`config.mk`:
```
export PLATFORM = sky130hd
export DESIGN_NAME = bist_engine
export DESIGN_NICKNAME = d
export VERILOG_FILES = /design/src/rtl/bist_engine.sv
export SDC_FILE = /design/constraint.sdc
export NUM_CORES = 1
export LEC_CHECK = 0
export BUFFER_PORTS_ARGS = -buffer_cell sky130_fd_sc_hd__buf_2
export CAP_MARGIN = 10
export CORE_MARGIN = 2
export CORE_UTILIZATION = 55
export CTS_CLUSTER_SIZE = 24
export DETAILED_ROUTE_END_ITERATION = 12
export HOLD_SLACK_MARGIN = 0.02
export PLACE_DENSITY_LB_ADDON = 0.2
export RECOVER_POWER = 100
export REMOVE_ABC_BUFFERS = 1
export SLEW_MARGIN = 20
export SYNTH_ARGS = -nofsm -noshare
export SYNTH_HDL_FRONTEND = slang
export SYNTH_SLANG_ARGS = --single-unit
```
`constraint.sdc`:
```
create_clock -name CLK -period 1.57 [get_ports CLK]
set_input_delay 0.0785 -clock CLK [delete_from_list [all_inputs] [get_ports CLK]]
set_output_delay 0.0785 -clock CLK [all_outputs]
set_load 0.005 [all_outputs]
```
`src/rtl/bist_engine.sv`:
```
// Logic BIST controller: an LFSR drives the circuit under test and a MISR compacts its responses.
// Optional scan-chain sequencing is enabled by defining BIST_SCAN_EN.
module bist_engine #(
  parameter int unsigned        IN_W       = 3,
  parameter int unsigned        OUT_W      = 3,
  parameter int unsigned        LFSR_W     = 8,
  parameter logic [LFSR_W-1:0]  LFSR_POLY  = 8'hB8,
  parameter logic [LFSR_W-1:0]  LFSR_SEED  = 8'h01,
  parameter int unsigned        SIG_W      = 8,
  parameter logic [SIG_W-1:0]   MISR_POLY  = 8'hB8,
  parameter logic [SIG_W-1:0]   GOLDEN_SIG = 8'h00,
  parameter int unsigned        N_PATTERNS = 16,
  parameter int unsigned        RESP_LAT   = 1
`ifdef BIST_SCAN_EN
  ,
  parameter int unsigned        SCAN_LEN   = 4
`endif
) (
  input  logic             CLK,
  input  logic             RST,
  input  logic             START,
  input  logic [IN_W-1:0]  func_in,
  output logic [IN_W-1:0]  cut_in,
  input  logic [OUT_W-1:0] cut_out,
  output logic             test_mode,
  output logic             RUNNING,
  output logic             BIST_END,
  output logic             PASS_FAIL,
`ifdef BIST_SCAN_EN
  output logic             scan_en,
  output logic             scan_in,
  input  logic             scan_out,
`endif
  output logic [SIG_W-1:0] signature
);

  localparam logic [2:0] StIdle    = 3'd0;
  localparam logic [2:0] StInit    = 3'd1;
  localparam logic [2:0] StRun     = 3'd2;
  localparam logic [2:0] StCompare = 3'd3;
  localparam logic [2:0] StDone    = 3'd4;

`ifdef BIST_SCAN_EN
  localparam int unsigned PAT_CYC = SCAN_LEN + 1;
  localparam int unsigned PH_W    = $clog2(SCAN_LEN + 1);
`else
  localparam int unsigned PAT_CYC = 1;
`endif
  localparam int unsigned CNT_W   = $clog2(N_PATTERNS + 1);
  localparam int unsigned RUN_LEN = PAT_CYC * N_PATTERNS + RESP_LAT;
  localparam int unsigned RUN_W   = $clog2(RUN_LEN + 1);

  logic [2:0]        state_q, state_d;
  logic [LFSR_W-1:0] lfsr_q, lfsr_d, lfsr_next;
  logic [SIG_W-1:0]  misr_q, misr_d, misr_next, resp_ext;
  logic [CNT_W-1:0]  cnt_q, cnt_d;
  logic [RUN_W-1:0]  run_q, run_d;
  logic              pass_q, pass_d;
  logic              pat_active, step_lfsr, apply, vld;

  assign pat_active = (state_q == StRun) && (cnt_q < CNT_W'(N_PATTERNS));

`ifdef BIST_SCAN_EN
  logic [PH_W-1:0] ph_q, ph_d;
  logic            shift;

  // Each pattern is SCAN_LEN shift cycles followed by one capture cycle.
  assign shift     = pat_active && (ph_q != PH_W'(SCAN_LEN));
  assign apply     = pat_active && (ph_q == PH_W'(SCAN_LEN));
  assign step_lfsr = shift;
  assign scan_en   = shift;
  assign scan_in   = lfsr_q[0];
`else
  assign apply     = pat_active;
  assign step_lfsr = pat_active;
`endif

  // Response-valid flag aligned to the CUT latency.
  generate
    if (RESP_LAT == 0) begin : g_no_lat
      assign vld = apply;
    end else begin : g_lat
      logic [RESP_LAT-1:0] vld_pipe_q;
      always_ff @(posedge CLK) begin
        if (RST || (state_q == StInit)) begin
          vld_pipe_q <= '0;
        end else begin
          vld_pipe_q[0] <= apply;
          for (int i = 1; i < int'(RESP_LAT); i++) vld_pipe_q[i] <= vld_pipe_q[i-1];
        end
      end
      assign vld = vld_pipe_q[RESP_LAT-1];
    end
  endgenerate

  always_comb begin
    resp_ext = '0;
    resp_ext[OUT_W-1:0] = cut_out;
  end

  assign lfsr_next = {lfsr_q[LFSR_W-2:0], ^(lfsr_q & LFSR_POLY)};
  assign misr_next = {misr_q[SIG_W-2:0], 1'b0} ^ (misr_q[SIG_W-1] ? MISR_POLY : '0) ^ resp_ext;

  always_comb begin
    state_d = state_q;
    lfsr_d  = lfsr_q;
    misr_d  = misr_q;
    cnt_d   = cnt_q;
    run_d   = run_q;
    pass_d  = pass_q;
`ifdef BIST_SCAN_EN
    ph_d    = ph_q;
`endif
    case (state_q)
      StIdle: begin
        if (START) state_d = StInit;
      end
      StInit: begin
        lfsr_d  = LFSR_SEED;
        misr_d  = '0;
        cnt_d   = '0;
        run_d   = '0;
        pass_d  = 1'b0;
`ifdef BIST_SCAN_EN
        ph_d    = '0;
`endif
        state_d = StRun;
      end
      StRun: begin
        if (step_lfsr) lfsr_d = lfsr_next;
        if (apply) cnt_d = cnt_q + CNT_W'(1);
        if (vld) misr_d = misr_next;
`ifdef BIST_SCAN_EN
        if (shift) misr_d[0] = misr_d[0] ^ scan_out;
        if (pat_active) ph_d = apply ? '0 : ph_q + PH_W'(1);
`endif
        run_d = run_q + RUN_W'(1);
        if (run_q == RUN_W'(RUN_LEN - 1)) state_d = StCompare;
      end
      StCompare: begin
        pass_d  = (misr_q == GOLDEN_SIG);
        state_d = StDone;
      end
      StDone: begin
        if (!START) state_d = StIdle;
      end
      default: state_d = StIdle;
    endcase
  end

  always_ff @(posedge CLK) begin
    if (RST) begin
      state_q <= StIdle;
      lfsr_q  <= LFSR_SEED;
      misr_q  <= '0;
      cnt_q   <= '0;
      run_q   <= '0;
      pass_q  <= 1'b0;
`ifdef BIST_SCAN_EN
      ph_q    <= '0;
`endif
    end else begin
      state_q <= state_d;
      lfsr_q  <= lfsr_d;
      misr_q  <= misr_d;
      cnt_q   <= cnt_d;
      run_q   <= run_d;
      pass_q  <= pass_d;
`ifdef BIST_SCAN_EN
      ph_q    <= ph_d;
`endif
    end
  end

  assign test_mode = (state_q == StInit) || (state_q == StRun);
  assign RUNNING   = test_mode || (state_q == StCompare);
  assign BIST_END  = (state_q == StDone);
  assign PASS_FAIL = pass_q;
  assign signature = misr_q;
  assign cut_in    = test_mode ? lfsr_q[IN_W-1:0] : func_in;

endmodule

```
Yosys cells after proc, flatten, opt, wreduce, memory -nomap -nowiden
Index checks and enable logic that the tools add are counted.
- register bits: 31
- input port bits: 9
- output and inout bits: 15
- logic and storage cells: 48
- $add $sub $neg: 2
- $lt $le $gt $ge: 1
- eq/ne operators: 10
- mux-type cells: 14
- bitwise logic cells: 2
- reductions and logical operators: 12
- operators by type and width (cell ; number):
    $pmux W8 S2 ; 2
    $mux W8 ; 3
    $pmux W5 S2 ; 2
    $pmux W3 S5 ; 1
    $mux W3 ; 4
    $add A5 B1 Y5 const B ; 2
    $logic_not A8 Y1 ; 1
    $ne A2 B2 Y1 const B ; 4
    $reduce_xor A8 Y1 ; 1
    $xor A8 B3 Y8 ; 1
    $xor A8 B8 Y8 ; 1
    $eq A3 B2 Y1 const B ; 2
    $eq A5 B5 Y1 const B ; 1
    $lt A5 B5 Y1 const B ; 1
    $mux W5 ; 1
    $reduce_and A2 Y1 ; 2
    $reduce_bool A2 Y1 ; 2
    $eq A3 B1 Y1 const B ; 1
    $eq A3 B3 Y1 const B ; 1
    $logic_not A3 Y1 ; 1
    $logic_or A1 B1 Y1 ; 3
    $reduce_and A3 Y1 ; 1
    $ne A2 B1 Y1 const B ; 1
    $pmux W1 S2 ; 1
    $logic_and A1 B1 Y1 ; 1

Longest topological paths before layout
Gate-level depths: netlist of run 1.
- depth after elaboration: 5
- depth in mapped cells: 5
- depth with buffers taken out: 5

Worst setup path after synthesis of run 1
OpenSTA, ideal clock, no wires.
- path type: register to register
- start point: register state_q[2]
- end point: register cnt_q[2]
- setup time: 0.123 ns
- data arrival time: 1.180 ns
- data required time: 1.447 ns
- slack: 0.266 ns
- stages on the path, launching flop included: 5
- path buffers: 1
- period minus slack after synthesis: 1.304 ns
- cells stage by stage: dfxtp_1 > buf_6 > nor3b_4 > o21ai_1 > mux2_1
- longest elaborated chain between the ends: 4
- elaborated cells on any way between the ends: 7
- those cells by class: eq/ne: 3; mux: 1; reduce/logical: 3
- RTL lines (element ; RTL line ; RTL):
    from (decl) ; 53 ; logic [2:0] state_q, state_d;
    from (signal assigned) ; 153 ; state_q <= StIdle;
    from (signal assigned) ; 163 ; state_q <= state_d;
    $eq A3 B2 Y1 ; 61, 114 ;
    $logic_and A1 B1 Y1 ; 61 ; assign pat_active = (state_q == StRun) && (cnt_q < CNT_W'(N_PATTERNS));
    $ne A2 B2 Y1 (no source line) ; -- ;
    $reduce_and A2 Y1 (no source line) ; -- ;
    to (signal assigned) ; 166 ; cnt_q <= cnt_d;
    to (decl) ; 56 ; logic [CNT_W-1:0] cnt_q, cnt_d;
Parallel ways exist; a longest one is shown, timed or not.
A chain may end at the register's enable or synchronous reset.

Final worst setup path of run 1
- start point: register state_q[0]
- end point: output cut_in[0]
- longest elaborated chain between the ends: 3
- elaborated cells on any way between the ends: 4
- those cells by class: eq/ne: 2; mux: 1; reduce/logical: 1
- RTL lines (element ; RTL line ; RTL):
    $eq A3 B1 Y1 / $eq A3 B2 Y1 (equally long branches) ; 175 ; assign test_mode = (state_q == StInit) || (state_q == StRun);
    $logic_or A1 B1 Y1 (*) ; 175 ;
    $mux W3 (*) ; 180 ; assign cut_in = test_mode ? lfsr_q[IN_W-1:0] : func_in;
    to (decl) ; 23 ; output logic [IN_W-1:0] cut_in,
Every way passes the cells marked *; elsewhere a longest branch is shown, timed or not.

==> results of run 1 <==
==> sequential cells by signal (all words and copies together) (netlist names) <==
| signal | count |
|---|---|
| cnt_q | 5 |
| state_q | 3 |
| lfsr_q | 8 |
| g_lat.vld_pipe_q | 1 |
| signature | 8 |
| run_q | 5 |
| PASS_FAIL | 1 |
==> power groups by stage <==
stage	registers [mW]	logic (mW)	clock network, mW
after floorplan	0.854	0.112	0
after global placement	0.850	0.194	0
after detailed placement	0.853	0.201	0
after CTS	0.823	0.236	0.462
after global routing	0.830	0.299	0.493
final	0.827	0.277	0.452
==> repair_timing <==
| item | CTS | global route |
|---|---|---|
| hold buffers | 3 | 0 |
| buffers inserted | 3 | 0 |
| setup endpoints to repair | 3 | 5 |
| gates resized for setup | 8 | 10 |
| pin swaps | 1 | 1 |
| hold endpoints to repair | 3 | 0 |
==> final cells by class <==
class	count	area (sq um)
Fill cell	214	838
Clock inverter	1	5.00
Tap cell	31	38.8
Multi-Input combinational cell	98	821
Sequential cell	31	632
Inverter	15	56.3
Timing Repair Buffer	37	250
Clock buffer	7	45.0
==> path summary, 6_finish.rpt <==
path / start / to / slack, ns
max: state_q[0] / cut_in[0] / 0.01
min: START / state_q[0] / 0.05
max reg2reg: state_q[0] / cnt_q[3] / 0.07
min reg2reg: PASS_FAIL / PASS_FAIL / 0.48
==> logic make-up after synthesis <==
kind of cell / count (synthesis)
AOI/OAI and AO/OA: 39
xor gates and xnor gates: 9
adders and majority gates: 4
buffers and inverters: 25
DFF: 31
muxes: 6
and+or+nand+nor: 40
==> Yosys cell counts (3+ instances only) <==
| cell type | number |
|---|---|
| ha_1 | 4 |
| o21ai_0 | 5 |
| nor3b_1 | 3 |
| dfxtp_1 | 31 |
| mux2_2 | 3 |
| a21oi_1 | 7 |
| a22o_1 | 8 |
| clkbuf_1 | 4 |
| buf_6 | 3 |
| xnor2_1 | 7 |
| o32ai_1 | 8 |
| nor3_1 | 4 |
| and2_1 | 3 |
| buf_2 | 3 |
| nor2_1 | 4 |
| inv_1 | 15 |
==> routing by layer <==
layer	up-vias	track usage, %	routed length, microns
li1	629	-	-
met1	611	25.3	1450
met3	6	7.60	155
met5	-	0	0
met4	0	8.16	51
met2	26	33.4	1560
==> per-stage QoR <==
step | worst slack, ns | instances | TNS, ns
detailed placement | 0.0880 | 206 | 0
CTS | -0.0148 | 220 | -0.0355
floorplan | 0.0573 | 144 | 0
global route | -0.0426 | 220 | -0.143
finish | 0.0110 | 220 | 0
global placement | 0.130 | 206 | 0
==> critical path, delay by kind of cell, from the launching register on <==
family	cells	cell delay, ns
buffers and inverters	1	0.11
DFF	1	0.37
and+or+nand+nor	1	0.17
muxes	1	0.33
xor gates and xnor gates	1	0.15
==> results_dict.tcl, run 1 <==
set metrics [dict create \
    status "completed" \
    viasPerCell 5.78 \
    grt-ovfl-total 0 \
    ant_nets 0 \
    grt_use_total_pct 20.8 \
    p_sw_mw 0.432 \
    placed_cell_area_sq_um 1670 \
    synth_fa_ha_area_share_pct 3.30 \
    endpoint_kind "output pin" \
    synthFlopType "dfxtp_1" \
    fin_crit_sh_pct 99.3 \
    cts.sinks 31 \
    worst_pin_slew_ns 0.415 \
    skew_ns 0.00602 \
    worstPathArrival_ns 1.48 \
    slew_headroom_pct 72.3 \
    synth_area_leader_cell "dfxtp_1" \
    n_antenna_cell 0 \
    clk_pin_slew_ns 0.09 \
    wire_per_inst_microns 14.6 \
    hpwl_microns 2100 \
    cts_tree "built" \
    crit_slowest_cell "dfxtp_4" \
    worst_hold_slack_ns 0.0482 \
    drive_gt1_share_pct 29.6 \
    leakagePower_nw 0.755 \
    vias 1272 \
    vdd_drop_max_uv 732 \
    synth-async-reset-ratio_pct 0 \
    wl_microns 3220 \
    p_int_mw 1.12 \
    hold_viol_final 0 \
    combPwrFrac_pct 17.8 \
    synthSimpleGateAreaFrac_pct 19.4 \
    yosys-top-cells-area "dfxtp_1, a22o_1, o32ai_1" \
    pwr-share-clk_pct 29.1 \
    finalWeightedCongestion 0.783 \
    most-common-layout-cells "dfxtp_1, buf_2, inv_1, buf_4" \
    dr.pass1.iters 4 \
    final_cell_area_sq_um 1850 \
    nNetsFinal 201 \
    clk_latency_ns 0.34 \
    rows 19 \
    synth_cell_types 47 \
    synth.mux.area_fraction_pct 4.70 \
    cts_buffers 5 \
    fin_crit_ns 1.56 \
    final_util_pct 68.8 \
    cap_viol_max_count 0 \
    rsz0062_at_grt "true" \
    synth_xor_area_share_pct 5.19 \
    power.total_mw 1.56 \
    yosysWarnings 0 \
    reg2reg_depth 5 \
    syn_area_per_cell_sq_um 9.86 \
    grt_pass1_wl_microns 5080 \
    layout_commonest_cell "dfxtp_1" \
    synth_top_family_by_area "simple AND/OR/NAND/NOR gates" \
    synth_top_cell_area_share_pct 40.9 \
    drc 0 \
    yosysSeqAreaShare_pct 40.9 \
    clock_tree.root_cell "clkbuf_4" \
    synthToLayoutAreaGrowth_pct 21.8 \
    setup_viol 0 \
    drt_iter0_markers 29 \
    hold_depth 3 \
    htreeDepth 2 \
    worstPathCellList "xnor2_4 > nor2_4 > mux2_4 > buf_6" \
    startpoint_type "register" \
    hold_path.class "in -> reg" \
    p_per_area_nw_per_um2 842 \
    port_buffers 23 \
    ios 24 \
    grt_max_degree 14 \
    clk_path_buf_depth 2 \
    required_ns 1.49 \
    sw_frac_of_total_pct 27.8 \
    synth_edf_count 0 \
    critPathMaxStageDelay_ns 0.37 \
    initial_core_util_pct 56.5 \
    grt_pass1_vias 1126 \
    synth_area_sq_um 1520 \
    path_max_fanout 4 \
    worstSetupPathType "reg -> out" \
    die-area_sq_um 3200 \
    core_sq_um 2690 \
    synth_compound_area_share_pct 18.6 \
    seqPwrFrac_pct 53.2 \
    synthCells 154 \
    die_w_microns 56.5 \
    die_h_microns 56.5 \
    ys_seq_elements 31 \
    fmax_ghz 0.641 \
    antenna_found_initial 0 \
    slew_viol_final 0 \
]
(Power assumes the default switching activity.)
==> run 2, diff against run 1 <==
ABC_AREA = 1   (was not set)
BUFFER_PORTS_ARGS = not set   (was -buffer_cell sky130_fd_sc_hd__buf_2)
CORE_ASPECT_RATIO = 1.25   (was not set)
CORE_UTILIZATION = 61   (was 55)
DONT_BUFFER_PORTS = 1   (was not set)
==> run 2 against run 1 <==
Wire length grew 3.7%. Clock skew shrank 0.0024 ns. Sequential share of layout area grew 3.6 points. Register-to-register slack gained 0.09 ns. Global-route usage grew 3.8 points. Non-clock buffer count shrank 31. Setup slack gained 0.11 ns. Critical path type unchanged. Critical endpoint is now cut_in[2]. Largest cell class unchanged.
==> results_dict.tcl, run 2 <==
set metrics [dict create \
    status "completed" \
    clk_path_buf_depth 2 \
    startpoint_type "register" \
    hold_path.class "in -> reg" \
    worstPathCellList "inv_2 > nand3_4 > nand2_4 > inv_2 > nand2_1 > nand2_1" \
    seqPwrFrac_pct 55.3 \
    clk_latency_ns 0.33 \
    antenna_found_initial 0 \
    vdd_drop_max_uv 700 \
    synth_area_sq_um 1560 \
    synth_top_family_by_area "simple AND/OR/NAND/NOR gates" \
    worstSetupPathType "reg -> out" \
    place_inst 247 \
    die_w_microns 49.2 \
    synthCells 220 \
    worstPathArrival_ns 1.37 \
    skew_ns 0.00365 \
    grt_util_met1_pct 28.4 \
    nNetsFinal 239 \
    required_ns 1.49 \
    power.total_mw 1.53 \
    core_sq_um 2430 \
    vias 1409 \
    crit_slowest_cell "dfxtp_4" \
    ant_nets 0 \
    multiInputGateArea_sq_um 795 \
    cts_tree "built" \
    n_antenna_cell 0 \
    grt_pass1_vias 1273 \
    finalWeightedCongestion 0.796 \
    fin_crit_ns 1.45 \
    synth_most_common_cell "nand2_1" \
    wl_microns 3340 \
    cap_viol_max_count 0 \
    synth_top_cell_area_share_pct 39.8 \
    endpoint_kind "output pin" \
    synth_compound_area_share_pct 10.0 \
    synth_fa_ha_area_share_pct 3.21 \
    layout_commonest_cell "nand2_1" \
    synth_xor_area_share_pct 2.81 \
    synth-async-reset-ratio_pct 0 \
    port_buffers 0 \
    yosysWarnings 0 \
    drive_gt1_share_pct 7.93 \
    tns_ns 0 \
    htreeDepth 2 \
    hpwl_microns 2350 \
    synth_cell_types 25 \
    seq_area_sq_um 627 \
    leakagePower_nw 0.680 \
    drc 0 \
    rsz0062_at_grt "false" \
    clock_tree.root_cell "clkbuf_4" \
    grt_use_total_pct 24.6 \
    path_max_fanout 8 \
    min_from "RST" \
    fmax_ghz 0.691 \
    r2r_start "state_q[0]" \
    hold_viol_final 0 \
    fin_crit_sh_pct 92.1 \
    grt-ovfl-total 0 \
    wire_per_inst_microns 12.8 \
    dr.pass1.iters 5 \
    synth_area_leader_cell "dfxtp_1" \
    clk_pin_slew_ns 0.09 \
    grt_pass1_wl_microns 5510 \
    min_delay_worst_endpoint "state_q[0]" \
    slew_headroom_pct 46.0 \
    synthFlopType "dfxtp_1" \
    grt_max_degree 22 \
    combPwrFrac_pct 16.3 \
    most-common-layout-cells "nand2_1, dfxtp_1, nand3_1, a21oi_1, inv_1" \
    rrSetupSlack_ns 0.16 \
    ios 24 \
    viasPerCell 5.42 \
    critPathMaxStageDelay_ns 0.42 \
    p_per_area_nw_per_um2 927 \
    yosys-top-cells-area "dfxtp_1, nand2_1, a21oi_1" \
    slew_viol_final 0 \
    synthSimpleGateAreaFrac_pct 35.7 \
    rows 20 \
    sw_frac_of_total_pct 30.8 \
    grt_use_met3_pct 7.39 \
    hold_depth 3 \
    cts_setup_buffers 0 \
    worst_pin_slew_ns 0.808 \
    yosysSeqAreaShare_pct 39.8 \
    synthToLayoutAreaGrowth_pct 6.26 \
    fill_cells 224 \
    p_int_mw 1.06 \
    placed_cell_area_sq_um 1560 \
    p_sw_mw 0.472 \
    finalNonFillerCells 260 \
    synth_edf_count 0 \
    setup_viol 0 \
    final_cell_area_sq_um 1660 \
    ys_seq_elements 31 \
    cts.sinks 31 \
    cts_buffers 5 \
    syn_area_per_cell_sq_um 7.09 \
    pwr-share-clk_pct 28.4 \
    reg2reg_to "lfsr_q[4]" \
    initial_core_util_pct 64.2 \
    reg2reg_depth 5 \
    grt_use_met2_pct 43.2 \
    busiest_layer "met2" \
    die-area_sq_um 2980 \
    drt_iter0_markers 56 \
    synth_common_cells "nand2_1, dfxtp_1, a21oi_1, nand3_1, inv_1" \
    synth.mux.area_fraction_pct 0 \
    die_h_microns 60.5 \
]
-- run 2: cell types whose count changed after synthesis, moves of 7 or more --
cell / previous run / this run
xnor2_1: 7 / 0
nand3_1: 2 / 26
o32ai_1: 8 / 0
nand2_1: 2 / 65
a22o_1: 8 / 0
a21oi_1: 7 / 26
nor2_1: 4 / 16
-- run 2: what timing repair did --
action,in CTS,in global routing
gates resized for setup,1,3
setup endpoints to repair,3,2
hold endpoints to repair,22,0
hold buffers,5,0
-- run 2: cell type report --
| class | count | area share [%] |
|---|---|---|
| Tap cell | 33 | 2.49 |
| Clock buffer | 7 | 2.72 |
| Inverter | 23 | 5.21 |
| Timing Repair Buffer | 6 | 3.47 |
| Multi-Input combinational cell | 159 | 48.0 |
| Clock inverter | 1 | 0.302 |
| Sequential cell | 31 | 37.8 |
-- run 2: stage by stage --
step	hold slack (ns)	util [%]	setup WS (ns)
CTS	0.0200	68.6	0.0159
finish	0.0202	68.2	0.124
detailed placement	0.153	64.4	0.163
global placement	0.150	64.4	0.238
global route	0.0369	68.2	0.0253
floorplan	0.148	-	0.335
-- run 2: logic make-up after synthesis --
family / count (synthesis)
buffers and inverters: 30
AOI/OAI and AO/OA: 31
and+or+nand+nor: 119
xor gates and xnor gates: 5
adders and majority gates: 4
DFF: 31
-- run 2: worst max-delay path by stage --
stage	startpoint	endpoint	depth (start not counted)
6_report	state_q[1]	cut_in[2]	6
5_1_grt	state_q[1]	cut_in[2]	6
4_1_cts	state_q[0]	cut_in[2]	6
3_5_place_dp	state_q[1]	signature[2]	5
3_3_place_gp	state_q[1]	lfsr_q[6]	4
2_1_floorplan	state_q[1]	cnt_q[3]	5
-- run 2: power groups by stage --
| stage | clock network (mW) | logic (mW) | registers [mW] |
|---|---|---|---|
| floorplan | 0 | 0.179 | 0.860 |
| global placement | 0 | 0.228 | 0.865 |
| detailed placement | 0 | 0.235 | 0.867 |
| CTS | 0.449 | 0.255 | 0.850 |
| global route | 0.475 | 0.278 | 0.855 |
| finish | 0.436 | 0.249 | 0.849 |
-- run 2: critical path, delay by kind of cell, from the launching register on --
family	cells	cell delay, ns
buf+inv	2	0.20
simple gates	4	0.42
flops	1	0.42
-- run 2: metal layers --
layer | up-vias | share of wire (%)
met5 | - | 0
li1 | 722 | -
met1 | 639 | 41
met4 | 0 | 1.8
met3 | 8 | 6.9
met2 | 40 | 51
